**config.mk**
```make
export PLATFORM = sky130hd
export DESIGN_NAME = multiplexer_16_to_1_registered
export DESIGN_NICKNAME = d
export VERILOG_FILES = /design/src/rtl/multiplexer_16_to_1_registered.sv
export SDC_FILE = /design/constraint.sdc
export NUM_CORES = 1
export LEC_CHECK = 0
export ABC_AREA = 1
export ABC_CLOCK_PERIOD_IN_PS = 800
export CAP_MARGIN = 15
export CORE_AREA = 2 2 212 214
export CTS_BUF_LIST = sky130_fd_sc_hd__clkbuf_4 sky130_fd_sc_hd__clkbuf_8 sky130_fd_sc_hd__clkbuf_16
export DETAILED_ROUTE_END_ITERATION = 12
export DIE_AREA = 0 0 214 216
export GPL_ROUTABILITY_DRIVEN = 0
export PLACE_DENSITY_LB_ADDON = 0.15
export SETUP_SLACK_MARGIN = 0.1
export SLEW_MARGIN = 5
export SYNTH_ARGS = -nofsm -noshare
export SYNTH_HDL_FRONTEND = slang
export SYNTH_SLANG_ARGS = --single-unit
```
**constraint.sdc**
```tcl
create_clock -name clk -period 0.8 [get_ports clk]
set_input_delay 0.16 -clock clk [delete_from_list [all_inputs] [get_ports clk]]
set_output_delay 0.16 -clock clk [all_outputs]
set_load 0.005 [all_outputs]
```
**src/rtl/multiplexer_16_to_1_registered.sv**
```systemverilog
// Registered 16:1 read-port multiplexer for the register file operand buses.
// A 4-bit control code picks one of sixteen words; the choice is registered with async clear.
module multiplexer_16_to_1_registered #(
    parameter int unsigned WIDTH = 32
) (
    input  logic             clk,
    input  logic             clr,
    input  logic [WIDTH-1:0] data1,
    input  logic [WIDTH-1:0] data2,
    input  logic [WIDTH-1:0] data3,
    input  logic [WIDTH-1:0] data4,
    input  logic [WIDTH-1:0] data5,
    input  logic [WIDTH-1:0] data6,
    input  logic [WIDTH-1:0] data7,
    input  logic [WIDTH-1:0] data8,
    input  logic [WIDTH-1:0] data9,
    input  logic [WIDTH-1:0] data10,
    input  logic [WIDTH-1:0] data11,
    input  logic [WIDTH-1:0] data12,
    input  logic [WIDTH-1:0] data13,
    input  logic [WIDTH-1:0] data14,
    input  logic [WIDTH-1:0] data15,
    input  logic [WIDTH-1:0] data16,
    input  logic [3:0]       control,
    output logic [WIDTH-1:0] out
);

    logic [WIDTH-1:0] sel_c;

    // Full 16-way decode: every control code maps to exactly one input word.
    always_comb begin
        sel_c = data1;
        unique case (control)
            4'd0:  sel_c = data1;
            4'd1:  sel_c = data2;
            4'd2:  sel_c = data3;
            4'd3:  sel_c = data4;
            4'd4:  sel_c = data5;
            4'd5:  sel_c = data6;
            4'd6:  sel_c = data7;
            4'd7:  sel_c = data8;
            4'd8:  sel_c = data9;
            4'd9:  sel_c = data10;
            4'd10: sel_c = data11;
            4'd11: sel_c = data12;
            4'd12: sel_c = data13;
            4'd13: sel_c = data14;
            4'd14: sel_c = data15;
            4'd15: sel_c = data16;
        endcase
    end

    // Output register loads every cycle; clr low clears it immediately.
    always_ff @(posedge clk or negedge clr) begin
        if (!clr) begin
            out <= '0;
        end else begin
            out <= sel_c;
        end
    end

endmodule

```
==> results.json <==
{
  "outcome": "finished, violations left",
  "violations": "negative setup slack",
  "grtUsageTotal": 0.242,
  "grt_pass1_wl_um": 80500,
  "syn-mean-instance-area_um2": 4.85,
  "area_delta_synth_final_pct": 198,
  "drv_slew": 0,
  "synth_top_family_by_area": "simple AND/OR/NAND/NOR gates",
  "max-slew-margin-rel": 0.823,
  "rsz0062_at_grt": "true",
  "die_w_um": 214,
  "fin_nets": 2375,
  "clk_pin_slew_ps": 60,
  "routed_via_density": 4.45,
  "cts_buffers": 5,
  "root_buffer": "clkbuf_16",
  "via_count": 10900,
  "synthSimpleGateAreaFrac": 0.719,
  "postRouteAntennaNets": 0,
  "largestRegisters": "out (32)",
  "htreeDepth": 2,
  "synth-warning-count": 0,
  "cpPeakStageDelay_ps": 270,
  "power_density_nw_per_um2": 722,
  "largest_reg_flops": 32,
  "crit_required_ps": 1030,
  "total_power_mw": 12.2,
  "synthCells": 1167,
  "post_route_cells_drive_above_1_share": 0.323,
  "synth_fa_ha_area_frac": 0,
  "synth-seq-cells": 32,
  "fmax_mhz": 767,
  "period_needed_ps": 1300,
  "start_kind": "input port",
  "cp_slowest_cell": "nor3_4",
  "worst-path-max-fanout": 9,
  "core_um2": 43800,
  "grt_overflow": 0,
  "syn_nets": 1685,
  "worst_pin_slew_ps": 265,
  "synth_compound_area_frac": 0,
  "finalCritPeriodShare": 1.63,
  "power_frac_comb": 0.672,
  "wire_per_inst_um": 24.0,
  "first_global_vias": 11500,
  "detail_route.drc_violations": 0,
  "io_pins": 550,
  "ys_seq_area_frac": 0.142,
  "arrival_ps": 1530,
  "firstDrtPassIters": 5,
  "start_util": 0.129,
  "hold_class": "in -> async",
  "antenna_found_initial": 1,
  "worstPathCellList": "buf_6 > buf_12 > nor2_4 > inv_2 > buf_6 > nor3_4 > buf_4 > clkbuf_16 > nand2_1 > nand3_1",
  "first_iter_violations": 681,
  "grt_max_degree": 33,
  "synth_mux_area_frac": 0,
  "tns_ps": -19660,
  "fill_cells": 4570,
  "drt-total-wl_um": 58800,
  "crit_family": "buffers and inverters",
  "syn_area_um2": 5660,
  "setup_ws_ps": -504,
  "num_rows": 77,
  "antenna-diode-count": 0,
  "port-buffer-count": 549,
  "dieArea_um2": 46200,
  "cts_buffer_depth": 2,
  "leakage_nw": 7.61,
  "setup_viol": 64,
  "crit_top_cell": "buf_6",
  "p_seq_frac": 0.162,
  "power_frac_clock": 0.166,
  "worst-path-buf-inv": 6,
  "sw_frac_of_total": 0.360,
  "synth-xor-area-share": 0,
  "p_switching_mw": 4.39,
  "cts_tree": "built",
  "irDropWorstVdd_uv": 685,
  "die_h_um": 216,
  "internal-power_mw": 7.80,
  "synth_cell_types": 12,
  "top_register": "out",
  "crit_type": "in -> reg",
  "cts.sinks": 32,
  "finalHoldViolCount": 0,
  "dp_hpwl_um": 36700,
  "worst_setup_path_end_kind": "flop",
  "cap_viol_max_count": 0
}
==> cells by family after synthesis <==
kind of cell  Yosys count
simple gates          943
flops                  32
buf+inv               192
==> cells in the final DEF, fill, tap and decap left out <==
cell / n
nor2_4: 29
nand2_4: 18
inv_1: 71
clkbuf_16: 11
inv_12: 4
buf_16: 49
nand3_1: 271
clkdlybuf4s50_1: 512
clkinvlp_4: 1
nand2_8: 2
nand3_4: 16
nand2_1: 328
dlygate4sd3_1: 1
nor2_1: 43
nand3_2: 129
buf_6: 42
clkinv_2: 1
nor2_2: 34
buf_12: 58
inv_8: 2
buf_8: 18
buf_4: 60
inv_2: 24
nand2_2: 72
nor3_4: 1
buf_2: 24
inv_4: 2
dfrtp_1: 32
bufbuf_16: 2
==> layer usage <==
metal | wire length, µm | track usage | up-vias | part of all wire
met5 | 11 | 0 | - | 0.00019
met3 | 4160 | 0.0567 | 63 | 0.071
li1 | - | - | 5160 | -
met4 | 1020 | 0.0436 | 2 | 0.017
met1 | 24400 | 0.290 | 5167 | 0.42
met2 | 29200 | 0.440 | 507 | 0.50
==> final cells by class <==
| type | count | area, µm² | area share |
|---|---|---|---|
| Timing Repair Buffer | 772 | 9170 | 0.544 |
| Multi-Input combinational cell | 943 | 5570 | 0.330 |
| Sequential cell | 32 | 801 | 0.0474 |
| Tap cell | 592 | 741 | 0.0439 |
| Inverter | 103 | 457 | 0.0271 |
| Clock buffer | 5 | 125 | 0.00741 |
| Clock inverter | 2 | 12.5 | 0.000741 |
==> stage by stage <==
stage	area (µm²)	util	hold WS [ps]	instances	setup WS, ps
2_1_floorplan	6280	-	-136	1167	-158
4_1_cts	16200	0.371	374	2439	-568
5_1_grt	16900	0.385	401	2449	-558
6_report	16900	0.385	377	2449	-504
3_3_place_gp	12900	0.293	148	2318	-1330
3_5_place_dp	12900	0.293	150	2318	-1340
==> synthesized netlist by cell type (all sizes together) <==
cell | number | area (µm²)
clkbuf | 31 | 116
nor3 | 1 | 5.00
buf | 58 | 285
nor2 | 106 | 403
nand3 | 416 | 2080
inv | 103 | 387
dfrtp | 32 | 801
nand2 | 420 | 1580
==> power by group through the flow <==
| stage | logic (mW) | clock network (mW) | registers (mW) |
|---|---|---|---|
| floorplan | 1.62 | 0 | 2.01 |
| global placement | 5.97 | 0 | 1.99 |
| detailed placement | 5.96 | 0 | 2.00 |
| CTS | 7.97 | 2.13 | 1.98 |
| global route | 8.64 | 2.18 | 2.00 |
| finish | 8.19 | 2.02 | 1.98 |
==> repair_timing <==
action / CTS / global route
hold buffers: 1 / 0
pin swaps: 150 / 86
buffers inserted: 66 / 15
cloned: 54 / 6
hold endpoints to repair: 32 / 0
endpoints found under the setup margin: 64 / 64
gates resized for setup: 511 / 152
==> path summary, 6_finish.rpt <==
path / startpoint / endpoint / slack [ps] / cells after the start
min in group clk: data1[20] / out[20] / 420 / 3
min: clr / out[30] / 380 / 3
max in group asynchronous: clr / out[0] / 190 / 3
max: control[1] / out[26] / -500 / 10
==> tightest hold or removal path: stages <==
cell and delay (ps):
dlygate4sd3_1 530, buf_2 130, buf_12 230
Power figures use the tool's default switching activity.
